## src/rtl/axi_udp_pkg.sv

```systemverilog
// Shared protocol constants and helpers for the UDP offload stack.
package axi_udp_pkg;

  localparam logic [47:0] BROADCAST_MAC    = 48'hFFFF_FFFF_FFFF;
  localparam logic [15:0] ETHERTYPE_ARP    = 16'h0806;
  localparam logic [15:0] ARP_HW_TYPE      = 16'h0001;
  localparam logic [15:0] ARP_PROTO_TYPE   = 16'h0800;
  localparam logic [7:0]  ARP_HW_SIZE      = 8'd6;
  localparam logic [7:0]  ARP_PROTO_SIZE   = 8'd4;
  localparam logic [15:0] ARP_OPER_REQUEST = 16'd1;
  localparam logic [15:0] ARP_OPER_REPLY   = 16'd2;

  localparam int ARP_FRAME_LEN     = 42;
  localparam int ETH_MIN_FRAME_LEN = 60;

  // Byte offsets of each field within the Ethernet+ARP frame.
  localparam int ARP_OFF_DA    = 0;
  localparam int ARP_OFF_SA    = 6;
  localparam int ARP_OFF_ETYPE = 12;
  localparam int ARP_OFF_HTYPE = 14;
  localparam int ARP_OFF_PTYPE = 16;
  localparam int ARP_OFF_HLEN  = 18;
  localparam int ARP_OFF_PLEN  = 19;
  localparam int ARP_OFF_OPER  = 20;
  localparam int ARP_OFF_SHA   = 22;
  localparam int ARP_OFF_SPA   = 28;
  localparam int ARP_OFF_THA   = 32;
  localparam int ARP_OFF_TPA   = 38;

  typedef struct packed {
    logic [15:0] oper;
    logic [47:0] tha;
    logic [31:0] tpa;
  } arp_cmd_t;

  // Big-endian byte pickers: byte 0 is the most significant.
  function automatic logic [7:0] be_byte48(input logic [47:0] v, input int i);
    return v[8*(5-i) +: 8];
  endfunction

  function automatic logic [7:0] be_byte32(input logic [31:0] v, input int i);
    return v[8*(3-i) +: 8];
  endfunction

  function automatic logic [7:0] be_byte16(input logic [15:0] v, input int i);
    return v[8*(1-i) +: 8];
  endfunction

endpackage

```

## src/rtl/axi_udp_arp_tx.sv

```systemverilog
// ARP request/reply frame serializer onto an 8-bit AXI4-Stream master.
// Define AXI_UDP_ARP_TX_PAD_EN to zero-pad frames to the 60-byte Ethernet minimum.
module axi_udp_arp_tx
  import axi_udp_pkg::*;
(
  input  logic        clk,
  input  logic        rst,
  input  logic [47:0] local_mac,
  input  logic [31:0] local_ip,
  input  logic        cmd_valid,
  output logic        cmd_ready,
  input  logic [15:0] cmd_oper,
  input  logic [47:0] cmd_tha,
  input  logic [31:0] cmd_tpa,
  output logic [7:0]  m_axis_tdata,
  output logic        m_axis_tvalid,
  input  logic        m_axis_tready,
  output logic        m_axis_tlast,
  output logic        busy
);

`ifdef AXI_UDP_ARP_TX_PAD_EN
  localparam int FRAME_LEN = ETH_MIN_FRAME_LEN;
`else
  localparam int FRAME_LEN = ARP_FRAME_LEN;
`endif
  localparam logic [5:0] LAST_IDX = 6'(FRAME_LEN - 1);

  typedef enum logic {IDLE, SEND} state_e;

  state_e      state_q, state_d;
  arp_cmd_t    cmd_q, cmd_d, cmd_src;
  logic [47:0] mac_q, mac_d, mac_src;
  logic [31:0] ip_q, ip_d, ip_src;
  logic [5:0]  cnt_q, cnt_d, idx;
  logic [7:0]  tdata_q, tdata_d, byte_mux;
  logic        tlast_q, tlast_d;
  logic        accept, xfer, is_req;
  logic [47:0] da, tha_f;

  assign accept = (state_q == IDLE) && cmd_valid;
  assign xfer   = (state_q == SEND) && m_axis_tready;

  // NOTE: sequential state uses non-blocking assignments so every flop samples pre-edge values.
  // NOTE: the latched command fields are reset too; they are a handful of flops, not a RAM.
  always_ff @(posedge clk or posedge rst) begin
    if (rst) begin
      state_q <= IDLE;
      cmd_q   <= '0;
      mac_q   <= '0;
      ip_q    <= '0;
      cnt_q   <= '0;
      tdata_q <= '0;
      tlast_q <= 1'b0;
    end else begin
      state_q <= state_d;
      cmd_q   <= cmd_d;
      mac_q   <= mac_d;
      ip_q    <= ip_d;
      cnt_q   <= cnt_d;
      tdata_q <= tdata_d;
      tlast_q <= tlast_d;
    end
  end

  always_comb begin
    // NOTE: assign a default first so no path through always_comb infers a latch.
    state_d = state_q;
    unique case (state_q)
      IDLE: if (cmd_valid) state_d = SEND;
      SEND: if (m_axis_tready && tlast_q) state_d = IDLE;
      default: state_d = IDLE;
    endcase
  end

  // Byte 0 is built straight from the inputs so it is valid the cycle after accept.
  always_comb begin
    cmd_src = accept ? '{oper: cmd_oper, tha: cmd_tha, tpa: cmd_tpa} : cmd_q;
    mac_src = accept ? local_mac : mac_q;
    ip_src  = accept ? local_ip  : ip_q;
    idx     = accept ? 6'd0 : cnt_q + 6'd1;
    is_req  = (cmd_src.oper == ARP_OPER_REQUEST);
    da      = is_req ? BROADCAST_MAC : cmd_src.tha;
    tha_f   = is_req ? 48'h0 : cmd_src.tha;
  end

  always_comb begin
    int i;
    i = int'(idx);
    if (i < ARP_OFF_SA)         byte_mux = be_byte48(da, i - ARP_OFF_DA);
    else if (i < ARP_OFF_ETYPE) byte_mux = be_byte48(mac_src, i - ARP_OFF_SA);
    else if (i < ARP_OFF_HTYPE) byte_mux = be_byte16(ETHERTYPE_ARP, i - ARP_OFF_ETYPE);
    else if (i < ARP_OFF_PTYPE) byte_mux = be_byte16(ARP_HW_TYPE, i - ARP_OFF_HTYPE);
    else if (i < ARP_OFF_HLEN)  byte_mux = be_byte16(ARP_PROTO_TYPE, i - ARP_OFF_PTYPE);
    else if (i < ARP_OFF_PLEN)  byte_mux = ARP_HW_SIZE;
    else if (i < ARP_OFF_OPER)  byte_mux = ARP_PROTO_SIZE;
    else if (i < ARP_OFF_SHA)   byte_mux = be_byte16(cmd_src.oper, i - ARP_OFF_OPER);
    else if (i < ARP_OFF_SPA)   byte_mux = be_byte48(mac_src, i - ARP_OFF_SHA);
    else if (i < ARP_OFF_THA)   byte_mux = be_byte32(ip_src, i - ARP_OFF_SPA);
    else if (i < ARP_OFF_TPA)   byte_mux = be_byte48(tha_f, i - ARP_OFF_THA);
    else if (i < ARP_FRAME_LEN) byte_mux = be_byte32(cmd_src.tpa, i - ARP_OFF_TPA);
    else                        byte_mux = 8'h00;
  end

  always_comb begin
    cmd_d   = cmd_q;
    mac_d   = mac_q;
    ip_d    = ip_q;
    cnt_d   = cnt_q;
    tdata_d = tdata_q;
    tlast_d = tlast_q;
    if (accept) begin
      cmd_d   = cmd_src;
      mac_d   = local_mac;
      ip_d    = local_ip;
      cnt_d   = 6'd0;
      tdata_d = byte_mux;
      tlast_d = (idx == LAST_IDX);
    end else if (xfer) begin
      if (tlast_q) begin
        tdata_d = 8'h00;
        tlast_d = 1'b0;
      end else begin
        cnt_d   = idx;
        tdata_d = byte_mux;
        tlast_d = (idx == LAST_IDX);
      end
    end
  end

  always_comb begin
    cmd_ready     = (state_q == IDLE) && !rst;
    m_axis_tvalid = (state_q == SEND);
    busy          = (state_q == SEND);
    m_axis_tdata  = tdata_q;
    m_axis_tlast  = tlast_q;
  end

endmodule

```

## config.mk

```make
export PLATFORM = sky130hd
export DESIGN_NAME = axi_udp_arp_tx
export DESIGN_NICKNAME = d
export VERILOG_FILES = /design/src/rtl/axi_udp_pkg.sv /design/src/rtl/axi_udp_arp_tx.sv
export SDC_FILE = /design/constraint.sdc
export NUM_CORES = 1
export LEC_CHECK = 0
export CORE_MARGIN = 4
export CORE_UTILIZATION = 53
export CTS_CLUSTER_DIAMETER = 30
export DETAILED_ROUTE_END_ITERATION = 12
export GPL_TIMING_DRIVEN = 0
export PLACE_DENSITY = 0.88
export SLEW_MARGIN = 20
export SYNTH_ARGS = -nofsm -noshare
export SYNTH_HDL_FRONTEND = slang
export SYNTH_SLANG_ARGS = --single-unit
```

## constraint.sdc

```tcl
create_clock -name clk -period 9.2 [get_ports clk]
set_clock_uncertainty 0.1 [all_clocks]
set_input_delay 2.3 -clock clk [delete_from_list [all_inputs] [get_ports clk]]
set_output_delay 2.3 -clock clk [all_outputs]
set_load 0.03 [all_outputs]
```

Word-level counts from Yosys, hierarchy flattened
Index checks and enable logic that the tools add are counted.

word-level totals
  bits in registers = 192
  bits of input ports = 180
  output and inout port bits = 12
  logic and storage cells = 92

cells by class
  add/sub/neg operators = 20
  magnitude comparators = 12
  equal/unequal tests = 3
  shift operators = 10
  multiplexer cells = 30
  bitwise gates (word level) = 1
  reductions and logical operators = 7

operator list
  operator                    count
  $mux W48                    3
  $shiftx A48 B11 Y8          3
  $mux W8                     15
  $mux W96                    1
  $shiftx A32 B11 Y8          2
  $shiftx A16 B11 Y8 const A  3
  $shiftx A48 B10 Y8          1
  $lt A6 B5 Y1 const B        6
  $mux W32                    1
  $sub A2 B7 Y8 const A       4
  $sub A6 B5 Y7 const B       4
  $mux W6                     4
  $sub A4 B7 Y8 const A       3
  $lt A6 B6 Y1 const B        3
  $eq A16 B1 Y1 const B       1
  $shiftx A16 B11 Y8          1
  $sub A3 B7 Y8 const A       2
  $sub A6 B4 Y7 const B       2
  $sub A6 B6 Y7 const B       2
  $lt A6 B4 Y1 const B        2
  $sub A3 B6 Y7 const A       1
  $sub A6 B3 Y7 const B       1
  $add A6 B1 Y6 const B       1
  $eq A6 B6 Y1 const B        1
  9 further kinds             16

Depth between registers and ports, before layout
Gate-level depths: netlist of the first run.

  word-level depth = 21
  gate-level depth with buffers = 17
  gate-level depth less buffers = 14

Least setup slack after synthesis of the first run
Ideal clock, no wire load.

  kind = input port to flip-flop
  start point = in cmd_valid
  end point = reg tdata_q[3] (netlist: m_axis_tdata[3])
  setup time = 134 ps
  arrival = 5062 ps
  required time = 8966 ps
  path slack = 3905 ps
  stages on the path = 15
  path buffers = 4
  cell sequence = nor2b_1 > buf_2 > or2_1 > buf_2 > inv_2 > ha_1 > clkbuf_1 > inv_1 > clkbuf_1 > ha_1 > a211oi_1 > a22o_1 > mux2_2 > a2111oi_0 > o21ai_1

on the way
  word-level cells in the longest chain between the ends = 20
  elaborated cells on any way between the ends = 65
  classes of those cells = 19 x add/sub; 12 x order compare; 1 x eq/ne; 10 x shift; 21 x mux; 2 x reduce/logical

RTL lines
  element                  RTL line               RTL
  from (decl)              axi_udp_arp_tx.sv:10   input logic cmd_valid,
  $logic_and A1 B1 Y1 (*)  axi_udp_arp_tx.sv:41   assign accept = (state_q == IDLE) && cmd_valid;
  $mux W6                  axi_udp_arp_tx.sv:81   idx = accept ? 6'd0 : cnt_q + 6'd1;
  $sub A6 B6 Y7            axi_udp_arp_tx.sv:101  else if (i < ARP_FRAME_LEN) byte_mux = be_byte32(cmd_src.tpa, i - ARP_OFF_TPA);
  $sub A3 B7 Y8            axi_udp_pkg.sv:42      return v[8*(3-i) +: 8];
  $shiftx A32 B11 Y8       axi_udp_pkg.sv:42
  $mux W8                  axi_udp_arp_tx.sv:101
  $mux W8                  axi_udp_arp_tx.sv:100  else if (i < ARP_OFF_TPA) byte_mux = be_byte48(tha_f, i - ARP_OFF_THA);
  $mux W8                  axi_udp_arp_tx.sv:99   else if (i < ARP_OFF_THA) byte_mux = be_byte32(ip_src, i - ARP_OFF_SPA);
  [4 not listed]           -
  $mux W8                  axi_udp_arp_tx.sv:94   else if (i < ARP_OFF_HLEN) byte_mux = be_byte16(ARP_PROTO_TYPE, i - ARP_OFF_PTYPE);
  $mux W8                  axi_udp_arp_tx.sv:93   else if (i < ARP_OFF_PTYPE) byte_mux = be_byte16(ARP_HW_TYPE, i - ARP_OFF_HTYPE);
  $mux W8                  axi_udp_arp_tx.sv:92   else if (i < ARP_OFF_HTYPE) byte_mux = be_byte16(ETHERTYPE_ARP, i - ARP_OFF_ETYPE);
  $mux W8                  axi_udp_arp_tx.sv:91   else if (i < ARP_OFF_ETYPE) byte_mux = be_byte48(mac_src, i - ARP_OFF_SA);
  $mux W8                  axi_udp_arp_tx.sv:90   if (i < ARP_OFF_SA) byte_mux = be_byte48(da, i - ARP_OFF_DA);
  $mux W8                  axi_udp_arp_tx.sv:120  if (tlast_q) begin
  $mux W8                  axi_udp_arp_tx.sv:119  end else if (xfer) begin
  $mux W8                  axi_udp_arp_tx.sv:112  if (accept) begin
  to (signal assigned)     axi_udp_arp_tx.sv:61   tdata_q <= tdata_d;
  to (decl)                axi_udp_arp_tx.sv:36   logic [7:0] tdata_q, tdata_d, byte_mux;

Every way passes the cells marked *; elsewhere a longest branch is shown, timed or not. The select of a mux whose other input is x is not followed.
A chain may end at the register's enable or synchronous reset.

Worst setup path after layout of the first run
  start point = in cmd_valid
  end point = reg tdata_q[2] (netlist: m_axis_tdata[2])

The elaborated chain is that of the path after synthesis.

==> impl_results.md, run 1 <==
- Cell-internal power: 1.914 mW
- GRT Resource Usage Total: 0.3561
- Most frequent cell after synthesis: nand2_1
- Synth Flop Type: dfrtp_1
- Crit path capture type: flop
- Max clock buf depth: 2
- Area share of the largest cell type after synthesis: 0.4711
- DR vias/cell: 5.949
- Post-layout minimum cycle time: 7.054 ns
- Worst-margin pin slew: 1.044 ns
- Required time of the critical path: 9.44 ns
- P_leak: 6.259 nW
- Initial Util: 0.5416
- Gates resized, CTS repair: 0
- Switching share of power: 0.4567
- Rows: 50
- Die Y: 146.7 µm
- Fin. max-slew vios: 0
- Final WL: 38.29 mm
- Logic gate share of total power: 0.490
- Final setup viols: 0
- Max FO, Critical Path: 10
- Clock Power Share: 0.217
- Worst Path Arrival: 7.29 ns
- GP Congestion: 0.9896
- Min-delay worst type: flop to flop
- Drt first pass iters: 5
- Core Util, Final: 0.6950
- Final nets: 1601
- Netlist cell types: 68
- Synth area leaders: dfrtp_1, nand2_1, mux2i_1, mux4_2, mux2_2
- Filler cells: 1437
- Count of input and output buffers: 191
- Hold Vio Cnt, Final: 0
- FFs w/ async S/R, synth: 1.000
- Seq pwr share: 0.293
- Setup CP Type: primary input to flop
- Largest net degree at the start of global routing: 105
- CTS tree: yes
- Post-CTS Hold Buffers: 0
- Synth warn: 0
- Die width: 146.7 µm
- Worst skew pair latency: 0.45 ns
- RSZ-0062 raised after global routing: false
- Number of buffers created by CTS: 17
- Slew HR: 0.2978
- Vias after detailed routing: 10020
- Outcome: complete, no violations
- Mean routed wirelength per cell: 22.72 µm
- Startpoint types: primary input
- Post-DP HPWL: 28.34 mm
- Pwr per Cell Area: 269.2 mW/mm²
- Register bit count reported by yosys: 192
- Max Cap Viol: 0
- Ratio of cells with drive above 1 in the final layout: 0.08070
- Vias in the first global route: 10200
- Final period util: 0.7668
- Die Area: 0.02153 mm²
- # Post-CTS Setup Buffers: 0
- Max IR drop VDD: 155.1 µV
- Commonest cells in the netlist: nand2_1, dfrtp_1, mux2i_1
- I/O Pins: 192
- Clock-pin slew on the worst setup and hold paths: 0.08 ns
- H-tree levels: 4
- Area after DPL: 0.01247 mm²
- DR iter-0 viols: 889
- Clock sinks: 192
- GRT Residual Overflow: 0
- Core ar.: 0.01883 mm²
- Area growth syn-to-layout: 28.33%
- Clock Tree Root: clkbuf_16
- Max Fclk: 141.8 MHz
- Mapped Cells: 1201
- Mean Syn Cell Area: 8.492 µm²
- Residual DRC: 0
- Post-route design area: 0.01309 mm²
- Post-Syn Area: 0.01020 mm²
- First-pass GRT wire length: 58.08 mm
- Post-synth top area cell: dfrtp_1
- Number of synthesized flops with an enable pin: 0
- Antenna Nets Post-Route: 0
- Syn_nets: 1390
- Antenna cells: 0
- P_sw: 1.609 mW
- Initial antenna violation count: 0
- Sequential-to-total area share from yosys stat: 0.4711
## area by class of cell
type,instances,area (µm²),share of cell area
buffer,79,364.1,0.02782
clock buffer,18,429.2,0.03279
clock inverter,14,187.7,0.01434
inverter,11,48.80,0.003728
multi-input combinational,919,4989,0.3812
sequential,192,4805,0.3671
tap,260,325.3,0.02486
timing repair buffer,192,1939,0.1482
## kinds of logic after synthesis
kind of cell,Yosys count,synth area share
XOR/XNOR,6,0.007362
AND/OR/NAND/NOR,662,0.2623
adder cells (fa/ha/maj),9,0.01104
buffers and inverters,90,0.03975
multiplexers,81,0.09741
AO/OA/AOI/OAI,161,0.1110
flip-flops,192,0.4711
## layout by cell type, fill, tap and decap left out, types with 14 or more instances in the layout
cell and instances:
clkdlybuf4s50_1 191, nand4_1 15, clkbuf_16 17, clkbuf_1 46, mux2i_1 46, dfrtp_1 192, nand2_1 550, buf_2 24
nand3_1 24, nor3_1 14, nor2_1 29, a21oi_1 27, o21ai_0 41, mux2_2 22
## registers in the layout, summed over array words and instances (netlist names)
signal / cells
cmd_q: 96
mac_q: 48
ip_q: 32
m_axis_tdata: 8
cnt_q: 6
busy: 1
m_axis_tlast: 1
## path summary, 6_finish.rpt
| kind | startpoint | end | slack [ns] | cells past startpoint |
|---|---|---|---|---|
| setup / recovery | cmd_valid | m_axis_tdata[2] | 2.15 | 16 |
| hold reg to reg | cmd_q[74] | cmd_q[74] | 0.38 | 2 |
| max in group asynchronous | rst | mac_q[31] | 5.79 | 3 |
| min in group asynchronous | rst | cmd_q[70] | 2.25 | 2 |
| hold / removal | cmd_q[74] | cmd_q[74] | 0.38 | 2 |
| setup reg to reg | busy | m_axis_tdata[2] | 4.10 | 16 |
## power by group through the flow
stage	Combinational (mW)	Sequential (mW)	Clock, mW
global placement	1.66	1.04	0
finish	1.73	1.03	0.764
floorplan	1.03	1.04	0
detailed placement	1.65	1.04	0
CTS	1.67	1.03	0.763
global route	1.82	1.04	0.804
## metal layers
| metal | up-vias | global-route usage | part of all wire |
|---|---|---|---|
| met3 | 98 | 0.09932 | 0.097 |
| met2 | 571 | 0.5596 | 0.46 |
| li1 | 4489 | - | - |
| met5 | - | 0 | 0 |
| met1 | 4866 | 0.4643 | 0.40 |
| met4 | 0 | 0.1571 | 0.045 |
## metrics by stage
step / total power, mW / TNS, ns / cells / worst slack, ns / hold slack [ns]
after floorplan: 2.077 / 0 / 1201 / 1.573 / 0.3372
after global placement: 2.701 / -153.68 / 1652 / -0.8188 / 0.3501
after detailed placement: 2.699 / 0 / 1653 / 1.904 / 0.3577
after CTS: 3.458 / 0 / 1685 / 2.338 / 0.3787
after global routing: 3.666 / 0 / 1685 / 1.915 / 0.3940
final: 3.523 / 0 / 1685 / 2.146 / 0.3765
## worst max-delay path, stage by stage
cell	delay, ns
clkdlybuf4s50_1	0.59
nor2b_1	0.16
buf_2	0.22
buf_2	0.31
buf_2	0.31
buf_2	0.33
clkbuf_1	0.52
nor2_1	0.23
inv_1	0.20
ha_1	0.24
a21boi_0	0.32
o22a_1	0.33
o211ai_1	0.33
o21ai_0	0.47
nand2_1	0.09
o31ai_1	0.30
Note: power is estimated with default switching activity, not from simulation.
==> inputs of run 2 (changes only) <==
clock period = 6.67 ns   (was 9.2 ns; I/O delays follow)
==> impl_results.md, run 2 (same netlist as run 1, synthesis figures left out) <==
- Clock-pin slew on the worst setup and hold paths: 0.08 ns
- Max Cap Viol: 0
- Outcome: complete, no violations
- Worst hold stages: 2
- Count of input and output buffers: 191
- Pwr per Cell Area: 368.8 mW/mm²
- CTS tree: yes
- RSZ-0062 raised after global routing: false
- R2r setup slk: 1.61 ns
- Ratio of cells with drive above 1 in the final layout: 0.08462
- # Post-CTS Setup Buffers: 0
- Commonest non-fill, non-tap cell in the layout: nand2_1
- Hold Vio Cnt, Final: 0
- Max FO, Critical Path: 10
- Mean routed wirelength per cell: 22.98 µm
- Gates resized, CTS repair: 0
- GP Congestion: 0.9994
- GRT busiest layer: met2
- R2R depth: 15
- Biggest registers after layout: cmd_q: 96 flops, mac_q: 48 flops, ip_q: 32 flops
- Drt first pass iters: 6
- Pre-CTS setup slack: 0.04002 ns
- Reg2reg start: cnt_q[0]
- Startpoint types: primary input
- Vias in the first global route: 10230
- Clock Tree Root: clkbuf_16
- GRT Resource Usage Total: 0.3585
- Hold path start: ip_q[1]
- Placed insts: 1658
- Worst r2r dst: m_axis_tdata[1]
- Required time of the critical path: 6.92 ns
- Final setup TNS: 0 ns
- DR iter-0 viols: 1056
- Die width: 146.7 µm
- Met2 Use GR: 0.5630
- First-pass GRT wire length: 58.48 mm
- Min-delay worst type: flop to flop
- Crit path capture type: flop
- Final nets: 1606
- Hold Path End: ip_q[1]
- Final WL: 38.85 mm
- Initial Util: 0.5416
- Rows: 50
- Fin. max-slew vios: 0
- Commonest non-fill, non-tap cells in the layout: nand2_1, dfrtp_1, clkdlybuf4s50_1, mux2i_1, clkbuf_1
- Post-layout minimum cycle time: 6.383 ns
- Clock sinks: 192
- Worst-margin pin slew: 0.9946 ns
- Final worst slack: 0.2875 ns
- Residual DRC: 0
- Die Y: 146.7 µm
- Met1 usage: 0.4704
- Number of buffers created by CTS: 17
- Core ar.: 0.01883 mm²
- Worst skew pair latency: 0.46 ns
- Max reg flops: 96
- GRT Residual Overflow: 0
- H-tree levels: 4
- Setup CP Type: primary input to flop
- Largest net degree at the start of global routing: 35
- Area growth syn-to-layout: 29.35%
- P_leak: 6.303 nW
- Post-CTS Hold Buffers: 0
- Max Fclk: 156.7 MHz
- Final period util: 0.9569
- Overall Power: 4.864 mW
- Max clock buf depth: 2
- DR vias/cell: 6.004
- Post-Layout Cell Count: 1691
- Initial antenna violation count: 0
- Slew HR: 0.3369
- Final setup viols: 0
- Biggest register: cmd_q
- Vias after detailed routing: 10150
- I/O Pins: 192
- Antenna Nets Post-Route: 0
- Worst Path Arrival: 6.64 ns
- Max IR drop VDD: 218.7 µV
- Die Area: 0.02153 mm²
- Post-DP HPWL: 29.05 mm
- Met3 usage: 0.1039
==> run 2: cell types whose count changed in the layout (fill, tap and decap cells not counted), sizes merged <==
| cell | previous run | this run |
|---|---|---|
| buf | 35 | 40 |
| clkinv | 8 | 9 |
| clkinvlp | 0 | 1 |
| diode | 0 | 1 |
| inv | 17 | 15 |
==> run 2: critical path, stage by stage <==
cell and delay [ns]:
clkdlybuf4s50_1 0.59, nor2b_1 0.16, buf_2 0.21, buf_2 0.30
buf_2 0.31, buf_2 0.33, clkbuf_1 0.51, nor2_1 0.22
inv_1 0.21, ha_1 0.24, a21boi_0 0.35, o22a_1 0.33
o211ai_1 0.31, o21ai_0 0.51, nand2_1 0.11, o31ai_1 0.26
==> run 2: report_power, final <==
| group | leakage (nW) | internal (mW) | switching (mW) | total (mW) |
|---|---|---|---|---|
| combinational | 3.58 | 0.816 | 1.56 | 2.38 |
| clock | 0.299 | 0.520 | 0.541 | 1.06 |
| sequential | 2.43 | 1.32 | 0.108 | 1.43 |
==> run 2: worst max path at each step <==
stage	start	to	slack [ns]	cells after the start
finish	cmd_valid	m_axis_tdata[2]	0.29	16
global route	cmd_valid	m_axis_tdata[2]	0.09	16
CTS	cmd_valid	m_axis_tdata[2]	0.46	16
detailed placement	cmd_valid	m_axis_tdata[2]	0.04	16
global placement	cmd_valid	m_axis_tdata[2]	-0.12	16
floorplan	cmd_valid	m_axis_tdata[3]	2.01	15
==> run 2: through the flow <==
| stage | area [µm²] | utilization | hold WS (ns) |
|---|---|---|---|
| after detailed placement | 12570 | 0.6674 | 0.3573 |
| final | 13190 | 0.7005 | 0.3779 |
| after floorplan | 10200 | - | 0.3372 |
| after global routing | 13190 | 0.7004 | 0.4056 |
| after CTS | 13190 | 0.7004 | 0.3782 |
| after global placement | 12440 | 0.6606 | 0.3494 |
==> run 2: per-layer routing <==
layer	routed length, µm	up-vias
li1	-	4497
met1	15290	4920
met2	17770	611
met3	4067	124
met4	1724	0
met5	0	-
==> run 2: cell type report <==
class                           count  area [µm²]
Antenna cell                        1       2.502
Buffer                             79       364.1
Clock buffer                       18       439.2
Clock inverter                     14       182.7
Fill cell                        1485        5639
Inverter                           11       45.04
Multi-Input combinational cell    919        4989
Sequential cell                   192        4805
Tap cell                          260       325.3
Timing Repair Buffer              197        2039
==> inputs of run 3 (changes only) <==
CAP_MARGIN = 20   (was unset)
==> impl_results.md, run 3 (same netlist as run 1, synthesis figures left out) <==
- Outcome: complete, no violations
- GP Congestion: 0.9994
- Biggest registers after layout: cmd_q: 96 flops, mac_q: 48 flops, ip_q: 32 flops
- CTS tree: yes
- Largest net degree at the start of global routing: 35
- Pwr per Cell Area: 369.8 mW/mm²
- Logic gate share of total power: 0.490
- I/O Pins: 192
- GRT Residual Overflow: 0
- Initial Util: 0.5416
- Die width: 146.7 µm
- Post-CTS Hold Buffers: 0
- Final WL: 38.82 mm
- Reg area: 0.004805 mm²
- Final period util: 0.9003
- Setup CP Type: primary input to flop
- DR vias/cell: 5.964
- Count of input and output buffers: 191
- Final setup viols: 0
- Worst Path Arrival: 6.26 ns
- Die Y: 146.7 µm
- Worst hold stages: 2
- DR iter-0 viols: 1060
- Core Util, Final: 0.7003
- Number of buffers created by CTS: 17
- Clock sinks: 192
- Area occupied by multi-input gates: 0.004989 mm²
- Max FO, Critical Path: 19
- Crit path capture type: flop
- Vias after detailed routing: 10080
- Worst-margin pin slew: 1.019 ns
- Hold Path End: ip_q[1]
- # Post-CTS Setup Buffers: 0
- Fin. max-slew vios: 0
- Cell-internal power: 2.655 mW
- Max reg flops: 96
- Clock Power Share: 0.218
- Die Area: 0.02153 mm²
- Max Fclk: 166.5 MHz
- Post-layout minimum cycle time: 6.005 ns
- Seq pwr share: 0.293
- Area after DPL: 0.01257 mm²
- Slew HR: 0.3145
- GRT Resource Usage Total: 0.3580
- Core ar.: 0.01883 mm²
- Mean routed wirelength per cell: 22.97 µm
- Drt first pass iters: 6
- Clock-pin slew on the worst setup and hold paths: 0.08 ns
- Vias in the first global route: 10280
- Area growth syn-to-layout: 29.31%
- Pre-CTS setup slack: -0.02739 ns
- First-pass GRT wire length: 58.53 mm
- Hold path start: ip_q[1]
- Clock Tree Root: clkbuf_16
- P_leak: 6.302 nW
- R2R depth: 15
- R2r setup slk: 1.57 ns
- Antenna Nets Post-Route: 0
- Biggest register: cmd_q
- Final worst slack: 0.6650 ns
- Residual DRC: 0
- RSZ-0062 raised after global routing: false
- Post-DP HPWL: 29.01 mm
- Min-delay worst type: flop to flop
- Ratio of cells with drive above 1 in the final layout: 0.08467
- Required time of the critical path: 6.92 ns
- Max clock buf depth: 2
- Startpoint types: primary input
- Max Cap Viol: 0
- Hold Vio Cnt, Final: 0
- Worst skew pair latency: 0.45 ns
- Reg2reg start: cnt_q[1]
- Worst r2r dst: m_axis_tdata[1]
- Commonest non-fill, non-tap cells in the layout: nand2_1, dfrtp_1, clkdlybuf4s50_1, mux2i_1, clkbuf_1
- Commonest non-fill, non-tap cell in the layout: nand2_1
- Final nets: 1605
- Filler cells: 1452
- Post-route design area: 0.01319 mm²
- Rows: 50
- Switching share of power: 0.4556
- Initial antenna violation count: 0
- Max IR drop VDD: 221.6 µV
- H-tree levels: 4
- Gates resized, CTS repair: 0
- P_sw: 2.222 mW
## run 3: layout make-up
type	instances	share of cell area
inverter	11	0.003416
clock inverter	14	0.01385
antenna	1	0.0001898
multi-input combinational	919	0.3783
sequential	192	0.3643
timing repair buffer	197	0.1546
clock buffer	18	0.03330
buffer	78	0.02732
tap	260	0.02467
## run 3: layer usage
metal	track usage	up-vias	share of wire
met3	0.1012	109	0.098
li1	-	4495	-
met4	0.1425	2	0.042
met2	0.5630	578	0.46
met5	0.02727	-	0.0021
met1	0.4696	4895	0.40
## run 3: worst max path at each step
stage	from	to	slack, ns	cells past startpoint
floorplan	cmd_valid	m_axis_tdata[3]	2.01	15
global placement	cmd_valid	m_axis_tdata[2]	-0.12	16
CTS	cmd_valid	m_axis_tdata[2]	0.40	16
global route	cmd_valid	m_axis_tdata[2]	0.38	15
detailed placement	cmd_valid	m_axis_tdata[2]	-0.03	16
finish	cmd_valid	m_axis_tdata[2]	0.66	15
## run 3: through the flow
stage | hold slack (ns) | total power, mW | std cells | setup TNS [ns]
floorplan | 0.3372 | 2.865 | 1201 | 0
global placement | 0.3494 | 3.722 | 1652 | -0.1184
detailed placement | 0.3573 | 3.731 | 1658 | -0.02739
CTS | 0.3790 | 4.789 | 1690 | 0
global route | 0.3925 | 5.084 | 1689 | 0
finish | 0.3787 | 4.876 | 1690 | 0
## run 3: power groups by stage
stage	combinational, mW	clock, mW	sequential, mW
after global placement	2.29	0	1.43
final	2.39	1.06	1.43
after floorplan	1.43	0	1.44
after detailed placement	2.29	0	1.44
after CTS	2.31	1.06	1.42
after global routing	2.53	1.11	1.44
## run 3: worst max-delay path: stages
cell,delay [ns]
clkdlybuf4s50_1,0.61
nor2b_1,0.17
buf_2,0.22
buf_2,0.29
buf_2,0.29
buf_2,0.49
nor2_1,0.20
inv_1,0.20
ha_1,0.24
a21boi_0,0.35
o22a_1,0.34
o211ai_1,0.31
o21ai_0,0.49
nand2_1,0.11
o31ai_1,0.27
